## src/rtl/jk_mode_counter.sv

```systemverilog
// Single-clock WIDTH-bit register bank: per-bit JK, modulo up/down count and
// parallel load, with a one-cycle terminal-count pulse and a sticky overflow flag.
module jk_mode_counter #(
  parameter int unsigned      WIDTH   = 4,
  parameter longint unsigned  MOD     = 16,
  parameter bit               WRAP    = 1'b1,
  parameter longint unsigned  RST_VAL = 0
) (
  input  logic             clk_i,
  input  logic             rst_i,
  input  logic             en_i,
  input  logic [1:0]       mode_i,
  input  logic [WIDTH-1:0] j_i,
  input  logic [WIDTH-1:0] k_i,
  input  logic [WIDTH-1:0] d_i,
  input  logic             clr_ovf_i,
  output logic [WIDTH-1:0] q_o,
  output logic             tc_o,
  output logic             ovf_o
);

  localparam int unsigned W1 = WIDTH + 1;
  // One extra bit keeps MOD-1 and q+1 representable when MOD == 2**WIDTH.
  localparam logic [W1-1:0] LIM = W1'(MOD - 1);
  localparam logic [W1-1:0] ZERO = '0;
  localparam logic [W1-1:0] ONE = W1'(1);

  typedef enum logic [1:0] {
    MODE_JK   = 2'b00,
    MODE_UP   = 2'b01,
    MODE_DOWN = 2'b10,
    MODE_LOAD = 2'b11
  } mode_t;

  mode_t         mode;
  logic [W1-1:0] q_ext;
  logic [W1-1:0] d_ext;
  logic [W1-1:0] nxt;
  logic          evt;
  logic          ovf_nxt;
  logic          unused_nxt_msb;

  assign mode  = mode_t'(mode_i);
  assign q_ext = {1'b0, q_o};
  assign d_ext = {1'b0, d_i};

  always_comb begin
    nxt = q_ext;
    evt = 1'b0;
    if (en_i) begin
      unique case (mode)
        MODE_JK: begin
          nxt = {1'b0, (j_i & ~q_o) | (~k_i & q_o)};
        end
        MODE_UP: begin
          if (q_ext >= LIM) begin
            evt = 1'b1;
            nxt = WRAP ? ZERO : LIM;
          end else begin
            nxt = q_ext + ONE;
          end
        end
        MODE_DOWN: begin
          // Out-of-range values left behind by JK mode snap back silently.
          if (q_ext > LIM) begin
            nxt = LIM;
          end else if (q_ext == ZERO) begin
            evt = 1'b1;
            nxt = WRAP ? LIM : ZERO;
          end else begin
            nxt = q_ext - ONE;
          end
        end
        MODE_LOAD: begin
          if (d_ext > LIM) begin
            evt = 1'b1;
            nxt = LIM;
          end else begin
            nxt = d_ext;
          end
        end
        default: begin
          nxt = q_ext;
        end
      endcase
    end
  end

  // A limit event on the same edge as a clear keeps the flag set.
  assign ovf_nxt = evt | (ovf_o & ~clr_ovf_i);

  assign unused_nxt_msb = nxt[WIDTH];

  always_ff @(posedge clk_i) begin
    if (rst_i) begin
      q_o   <= WIDTH'(RST_VAL);
      tc_o  <= 1'b0;
      ovf_o <= 1'b0;
    end else begin
      q_o   <= nxt[WIDTH-1:0];
      tc_o  <= evt;
      ovf_o <= ovf_nxt;
    end
  end

endmodule
```

## config.mk

```make
export PLATFORM = sky130hd
export DESIGN_NAME = jk_mode_counter
export DESIGN_NICKNAME = d
export VERILOG_FILES = /design/src/rtl/jk_mode_counter.sv
export SDC_FILE = /design/constraint.sdc
export NUM_CORES = 1
export LEC_CHECK = 0
export ABC_AREA = 1
export BUFFER_PORTS_ARGS = -buffer_cell sky130_fd_sc_hd__clkbuf_2
export CAP_MARGIN = 20
export CORE_MARGIN = 2
export CORE_UTILIZATION = 34
export DETAILED_ROUTE_END_ITERATION = 6
export PLACE_DENSITY = 0.6
export SETUP_SLACK_MARGIN = 0.1
export SLEW_MARGIN = 15
export SYNTH_ARGS = -nofsm -noshare
export SYNTH_HDL_FRONTEND = slang
export SYNTH_SLANG_ARGS = --single-unit
```

## constraint.sdc

```tcl
create_clock -name clk_i -period 1.47 [get_ports clk_i]
set_clock_uncertainty 0.1 [all_clocks]
set_input_delay 0.294 -clock clk_i [delete_from_list [all_inputs] [get_ports clk_i]]
set_output_delay 0.294 -clock clk_i [all_outputs]
set_load 0.05 [all_outputs]
```

# [After elaboration in Yosys (flattened, before gate mapping)]
# Index checks and enable logic that the tools add are counted.
[totals] mem_count=0 ram_bits=0 elab_cells=32 reg_bits=6 romBits=0 output_inout_bits=6 in_bits=18 latch_bits=0
[classes] n_reduce_logical=2 n_lt_le_gt_ge=3 mux=11 addsub=2 n_bitwise=8 multipliers=0 div=0 eq_ne=3 shift=0
[op_table] cell="4-bit two-way mux" n=4
[op_table] cell="4-bit case mux with 4 select lines" n=1
[op_table] cell="4-bit AND" n=2
[op_table] cell="4-bit > comparator (second input constant)" n=2
[op_table] cell="4-bit inverter" n=2
[op_table] cell="5-bit logical NOT" n=1
[op_table] cell="1-bit two-way mux" n=5
[op_table] cell="4-bit by 1-bit adder with 4-bit output (second input constant)" n=1
[op_table] cell="2-bit == test (second input constant)" n=2
[op_table] cell="4-bit greater-or-equal comparator (second input constant)" n=1
[op_table] cell="4-bit bitwise OR" n=1
[op_table] cell="4-bit by 1-bit subtractor with 4-bit output (second input constant)" n=1
[op_table] cell="1-bit case mux with 3 select lines" n=1
[op_table] cell="2-bit by 1-bit == test with 1-bit output (second input constant)" n=1
[op_table] cell="2-bit logical NOT" n=1
[op_table] cell="1-bit AND" n=1
[op_table] cell="1-bit inverter" n=1
[op_table] cell="1-bit bitwise OR" n=1

# [Longest topological paths before layout]
# Gate-level depths: netlist (run 1).
[depth] word_depth=6 ltp_mapped=10 ltp_nobuf=10

# [Worst setup path after synthesis (run 1)]
# No wires, ideal clock.
[synth_timing] kind="flip-flop to flip-flop" start="reg q_o[0]" end="reg q_o[3]" path_slack_ns=-0.298 arrival_time_ns=1.559 path_stages_with_launch=11 path_buffers=0 required_time_ns=1.261 setup_ns=0.109 path_cell_list="dfxtp_1 inv_1 ha_1 nand2_1 nand2_1 nand2_1 nand2_1 nand2_1 nand4_1 nand2_1 inv_1"
[synth_via] elab_chain_len=4
[synth_rtl] element="start: declaration" line="17" source="output logic [WIDTH-1:0] q_o,"
[synth_rtl] element="start signal: assignment" line="96" source="q_o <= WIDTH'(RST_VAL);"
[synth_rtl] element="start signal: assignment" line="100" source="q_o <= nxt[WIDTH-1:0];"
[synth_rtl] element="4-bit by 1-bit subtractor with 4-bit output / 5-bit logical NOT (equally long branches)" line="71, 67"
[synth_rtl] element="4-bit two-way mux" line="67" source="end else if (q_ext == ZERO) begin"
[synth_rtl] element="4-bit two-way mux" line="65" source="if (q_ext > LIM) begin"
[synth_rtl] element="4-bit case mux with 4 select lines *" line="51" source="unique case (mode)"
# Every way passes the cells marked *; elsewhere a longest branch is shown, timed or not.
# A chain may end at the register's enable or synchronous reset.

# [Final worst setup path (run 1)]
[layout_timing] start="reg q_o[2]" end="out q_o[2]"
# No word-level cell between the ends.

==> impl_metrics.csv, run 1 <==
group,metric,value,unit
setup_path,worstSetupPathType,"reg2out",
synth,ys_types,20,
synth,synth_top_family_by_area,"simple AND/OR/NAND/NOR gates",
synth,post_synth_fa_ha_maj_area_fraction,0.0485,
clocking,clkTransAtPathRegs,0.04,ns
power,worst_voltage_drop_across_the_vdd_grid,0.488,mV
finish,post-route-cell-area,708,sq um
sta,setup_viol_count_final,0,
setup_path,critical_path_required,1.08,ns
sta,maxClockFrequency,0.763,GHz
placement,post_dp_cell_area,656,sq um
floorplan,floorplan.die_area,1840,sq um
finish,multi_input_area,335,sq um
finish,layout.cells.most_common,"sky130_fd_sc_hd__nand2_1",
sta,timing_max_transition_violations_final,0,
synth,synthSimpleGateAreaFrac,0.398,
drt,detail_route.first_pass.iterations,4,
drt,dr.first_iter.drc_count,15,
synth,synth_compound_area_frac,0.158,
finish,syn_to_final_growth,37.4,%
clocking,h-tree-depth,1,
setup_path,worst_flop_to_flop_path_endpoint,"q_o[3]",
power,leakage,0.000394,uW
placement,globalplace.congestion,0.772,
power,total_power_density_per_cell_area,786,nW/um^2
drt,ant_nets,0,
finish,layout_common_cells,"28 x sky130_fd_sc_hd__nand2_1, 22 x sky130_fd_sc_hd__clkbuf_2, 14 x sky130_fd_sc_hd__inv_1, 8 x sky130_fd_sc_hd__nor2_1, 5 x sky130_fd_sc_hd__nand3_1",
synth,instance_count_of_the_mapped_netlist,88,
grt,grt_pass1_wl,2210,um
min_path,worstHoldPathType,"in2reg",
setup_path,worstPathMaxFanout,11,
floorplan,die-height,42.9,um
floorplan,die_width,42.9,um
drt,routed-via-count,640,
setup_path,cpLargestDelayFamily,"flip-flops",
synth,synth.avg_cell_area,5.86,sq um
setup_path,crit_arrival,0.92,ns
grt,first_global_vias,549,
finish,nFillCells,171,
placement,dp_hpwl,1130,um
sta,hold_violations,0,
drt,via_per_inst,4.89,
clocking,clock_latency,0.24,ns
grt,overflow,0,
setup_path,cp_num_buf_inv,1,
synth,postSynthNetCount,108,
finish,area.sequential,130,sq um
setup_path,critical-path-max-stage-delay,0.43,ns
setup_path,reg2reg_slack,0.20,ns
setup_path,critical_path.endpoint_type,"primary output",
clocking,cts_max_path_buffers,2,
status,status,"finished clean",
floorplan,initial_core_util,0.355,
min_path,hold-path-cell-count,2,
min_path,endpoint_of_the_worst_hold_path,"ovf_o",
synth,mappedNetlistArea,515,sq um
drt,total_length_of_routed_wires,1390,um
sta,fin_setup_tns,0,ns
clocking,clock-sinks,6,
synth,synth-xor-area-share,0.0170,
floorplan,io_pins,24,
sta,period_minus_slack,1.31,ns
synth,synth.ff_latch_count,6,
finish,finish.net_count,137,
floorplan,placementRows,14,
floorplan,placeableCoreArea,1450,sq um
clocking,ctsRootBufferMaster,"sky130_fd_sc_hd__clkbuf_4",
placement,buffer_ports.inserted,23,
sta,max_slew_margin,0.764,
grt,grt_max_degree,12,
grt,antenna_violations_before_repair,0,
synth,synth.yosys.seq_area_share,0.233,
clocking,cts.hold.buffers_added,0,
grt,globalRouteTotalUtil,0.160,
min_path,hold_start,"rst_i",
setup_path,critical_path.cell_chain,"buf_4",
sta,grt_setup_unrepaired,"yes",
setup_path,crit-reg2reg-launch,"q_o[0]",
drt,drcViolationCount,0,
grt,grtUsageMet2,0.258,
grt,gr-max-usage-layer,"met2",
clocking,cts_inserted_buffers,3,
setup_path,cp_slowest_cell,"sky130_fd_sc_hd__dfxtp_2",
sta,final.period_utilization,0.891,
setup_path,worstSetupStartpointType,"flip-flop",
synth,mux_contribution_to_synthesized_area,0,
synth,synthesis.yosys.warnings,0,
finish,diodes,0,
setup_path,worst_r2r_path_depth,10,
finish,final_layout_size_suffix_gt1_frac,0.365,
sta,max_slew.worst_pin.slew,0.352,ns
run,timing.max_cap.violations,0,
grt,grt.met3_usage,0.0638,
drt,wl_per_cell,10.6,um
grt,m1_gr_usage,0.202,
clocking,tritoncts,"yes",
-- layout make-up --
cell class / count / area share
Clock buffer: 3 / 0.0318
Inverter: 18 / 0.0954
Multi-Input combinational cell: 63 / 0.473
Sequential cell: 6 / 0.184
Tap cell: 16 / 0.0283
Timing Repair Buffer: 25 / 0.187
-- synthesized netlist by cell type --
master / n / share of area
sky130_fd_sc_hd__buf_4: 1 / 0.015
sky130_fd_sc_hd__nor2_4: 1 / 0.022
sky130_fd_sc_hd__ha_1: 2 / 0.049
sky130_fd_sc_hd__o221ai_1: 1 / 0.017
sky130_fd_sc_hd__nor3_1: 1 / 0.0097
sky130_fd_sc_hd__nand3_1: 5 / 0.049
sky130_fd_sc_hd__a31oi_1: 2 / 0.024
sky130_fd_sc_hd__inv_1: 16 / 0.12
sky130_fd_sc_hd__nor2_1: 8 / 0.058
sky130_fd_sc_hd__dfxtp_1: 6 / 0.23
sky130_fd_sc_hd__nand2_1: 29 / 0.21
sky130_fd_sc_hd__nor2_2: 1 / 0.012
sky130_fd_sc_hd__inv_2: 2 / 0.015
sky130_fd_sc_hd__xnor2_1: 1 / 0.017
sky130_fd_sc_hd__o21ai_2: 1 / 0.017
sky130_fd_sc_hd__a21oi_1: 2 / 0.019
sky130_fd_sc_hd__nand4_1: 3 / 0.036
sky130_fd_sc_hd__o21ai_0: 2 / 0.019
sky130_fd_sc_hd__a21oi_2: 1 / 0.017
sky130_fd_sc_hd__o211ai_1: 3 / 0.044
-- state kept, by name (all words and copies together) (netlist names) --
name and cells:
ovf_o 1, tc_o 1, q_o 4
-- power by group --
part / total (uW) / leakage, uW / switching (uW) / internal, uW
registers: 197 / 0.0000512 / 20.8 / 176
clock network: 152 / 0.0000138 / 59.7 / 92.4
logic: 208 / 0.000329 / 127 / 80.6
-- worst max-delay path by stage --
stage	startpoint	endpoint	slack, ns	depth (start not counted)
detailed placement	q_o[0]	q_o[3]	0.13	10
CTS	q_o[2]	q_o[2]	0.12	1
finish	q_o[2]	q_o[2]	0.16	1
floorplan	q_o[0]	q_o[3]	0.13	10
global route	q_o[0]	q_o[3]	0.07	10
global placement	mode_i[0]	q_o[3]	0.15	8
-- cells by family after synthesis --
| family | count (synthesis) |
|---|---|
| xor gates and xnor gates | 1 |
| and+or+nand+nor | 48 |
| buffers and inverters | 19 |
| adders and majority gates | 2 |
| DFF | 6 |
| AOI/OAI and AO/OA | 12 |
-- metrics by stage --
step | utilization | total power, uW | hold slack, ns | instances | worst slack (ns)
after floorplan | - | 330 | 0.256 | 88 | 0.129
after global placement | 0.451 | 390 | 0.373 | 126 | 0.147
after detailed placement | 0.451 | 390 | 0.376 | 126 | 0.135
after CTS | 0.468 | 551 | 0.171 | 129 | 0.120
after global routing | 0.487 | 603 | 0.178 | 131 | 0.0716
final | 0.487 | 556 | 0.179 | 131 | 0.160
-- repair_timing --
item | in CTS | in global routing
pin swaps | 0 | 0
resized for setup | 1 | 4
setup buffers | 0 | 2
endpoints found under the hold margin | 0 | 0
endpoints found under the setup margin | 1 | 4
-- layer usage --
metal	vias up	share of wire	wire [um]
li1	335	-	-
met1	276	0.44	604
met2	29	0.48	662
met3	0	0.086	119
met4	0	0	0
met5	-	0	0
Note: power is estimated with default switching activity, not from simulation.
==> run 2, diff against run 1 <==
- PLACE_DENSITY: 0.6 -> 0.63
- clock period: 1.47 -> 1.1 ns (I/O delays scaled with it)
==> run 2 against run 1 <==
The run now ends with negative setup slack left. Global-route usage up 2.3 points. Largest cell class unchanged. Highest routed layer is now met4. Worst setup slack worse by 0.29 ns. Final area up 34%. Non-clock buffer count up 10.
==> impl_metrics.csv, run 2 (same netlist as run 1, synthesis figures left out) <==
group,metric,value,unit
clocking,clock_latency,0.26,ns
power,leakage,0.000485,uW
power,total_power_density_per_cell_area,958,nW/um^2
run,timing.max_cap.violations,0,
placement,dp_hpwl,1190,um
clocking,tritoncts,"yes",
power,finalPower,907,uW
setup_path,worstPathMaxFanout,4,
floorplan,floorplan.die_area,1840,sq um
grt,grt_pass1_wl,2440,um
placement,buffer_ports.inserted,23,
sta,postLayoutSetupSlackWorst,-0.129,ns
placement,globalplace.congestion,0.794,
clocking,cts_max_path_buffers,2,
clocking,ctsRootBufferMaster,"sky130_fd_sc_hd__clkbuf_4",
finish,diodes,0,
min_path,worstHoldPathType,"in2reg",
sta,max_slew.worst_pin.slew,0.186,ns
setup_path,worstSetupStartpointType,"flip-flop",
clocking,clock-sinks,6,
status,status,"complete, but fails checks",
sta,setup_viol_count_final,10,
drt,detail_route.first_pass.iterations,4,
setup_path,critical_path_required,0.78,ns
sta,maxClockFrequency,0.813,GHz
sta,final.period_utilization,1.12,
floorplan,die-height,42.9,um
sta,max_slew_margin,0.875,
power,power_report.internal_total,575,uW
sta,timing_max_transition_violations_final,0,
sta,hold_violations,0,
power,worst_voltage_drop_across_the_vdd_grid,0.589,mV
drt,dr.first_iter.drc_count,1,
clocking,clkTransAtPathRegs,0.05,ns
drt,drcViolationCount,0,
drt,routed-via-count,653,
finish,nFillCells,121,
finish,largest_register_ff_count,4,
grt,antenna_violations_before_repair,0,
floorplan,io_pins,24,
power,relative_contribution_of_combinational_cells_to_total_power,0.453,
finish,finish.net_count,147,
placement,pre_cts_setup_slack,-0.119,ns
finish,final_cells,142,
power,share_clk_of_total_power,0.263,
sta,grt_setup_unrepaired,"yes",
finish,final_layout_size_suffix_gt1_frac,0.484,
finish,syn_to_final_growth,83.7,%
power,seq_power_share,0.283,
floorplan,placementRows,14,
finish,largest-register,"q_o",
grt,overflow,0,
grt,globalRouteTotalUtil,0.183,
drt,wl_per_cell,10.7,um
drt,total_length_of_routed_wires,1520,um
finish,final_core_utilization,0.651,
sta,period_minus_slack,1.23,ns
finish,layout_common_cells,"27 x sky130_fd_sc_hd__nand2_1, 18 x sky130_fd_sc_hd__clkbuf_2, 13 x sky130_fd_sc_hd__inv_1, 8 x sky130_fd_sc_hd__buf_4, 7 x sky130_fd_sc_hd__nor2_1",
drt,ant_nets,0,
floorplan,initial_core_util,0.355,
status,violated_checks,"negative setup slack",
setup_path,worstSetupPathType,"reg2out",
setup_path,critical_path.endpoint_type,"primary output",
finish,reg.largest.list,"q_o: 4 flops, ovf_o: 1 flops, tc_o: 1 flops",
placement,numPlacedInstances,135,
grt,first_global_vias,575,
clocking,h-tree-depth,1,
setup_path,crit_arrival,0.91,ns
clocking,cts_inserted_buffers,3,
grt,grt_max_degree,9,
floorplan,placeableCoreArea,1450,sq um
floorplan,die_width,42.9,um
power,swShare,0.367,
finish,layout.cells.most_common,"sky130_fd_sc_hd__nand2_1",
power,power.switching,333,uW
drt,via_per_inst,4.60,
## run 2: cell types whose count changed in the layout (fill, tap and decap cells not counted), sizes merged
cell,delta
buf,+10
clkbuf,+1
## run 2: what timing repair did
item	in CTS	in global routing
pin swaps	2	3
setup endpoints to repair	12	12
hold buffers	0	0
buffers inserted	3	0
resized for setup	22	7
cloned	0	0
## run 2: critical path, cell delays in order, from the launching register on
cell,delay [ns]
sky130_fd_sc_hd__dfxtp_4,0.38
sky130_fd_sc_hd__buf_6,0.12
sky130_fd_sc_hd__clkbuf_16,0.15
## run 2: routing by layer
layer  GRT usage  share of wire  vias up
met1       0.204           0.42      273
met4      0.0727         0.0079        0
met5           0              0        -
met2       0.309           0.50       20
met3      0.0723          0.069        2
li1            -              -      358
## run 2: cell type report
type,count,area (sq um),share of cell area
Inverter,18,72.6,0.0766
Multi-Input combinational cell,63,379,0.400
Sequential cell,6,138,0.145
Timing Repair Buffer,35,312,0.329
Tap cell,16,20.0,0.0211
Clock buffer,4,26.3,0.0277
## run 2: power groups by stage
stage	clock, uW	sequential (uW)	combinational [uW]
floorplan	0	311	154
global placement	0	264	315
detailed placement	0	264	317
CTS	230	257	399
global route	257	260	446
finish	239	257	411
## run 2: metrics by stage
stage / cell area (sq um) / hold WS [ns] / setup TNS (ns)
after global routing: 947 / 0.0719 / -1.29
after detailed placement: 767 / 0.354 / -0.447
final: 947 / 0.0758 / -0.786
after CTS: 932 / 0.0839 / -0.795
after global placement: 767 / 0.351 / -0.376
after floorplan: 572 / 0.182 / -0.858
## run 2: path summary, 6_finish.rpt
path | from | endpoint | slack [ns] | depth (start not counted)
max | q_o[0] | q_o[0] | -0.13 | 2
min | rst_i | ovf_o | 0.08 | 2
max reg2reg | q_o[1] | q_o[3] | -0.13 | 10
min reg2reg | ovf_o | ovf_o | 0.40 | 2
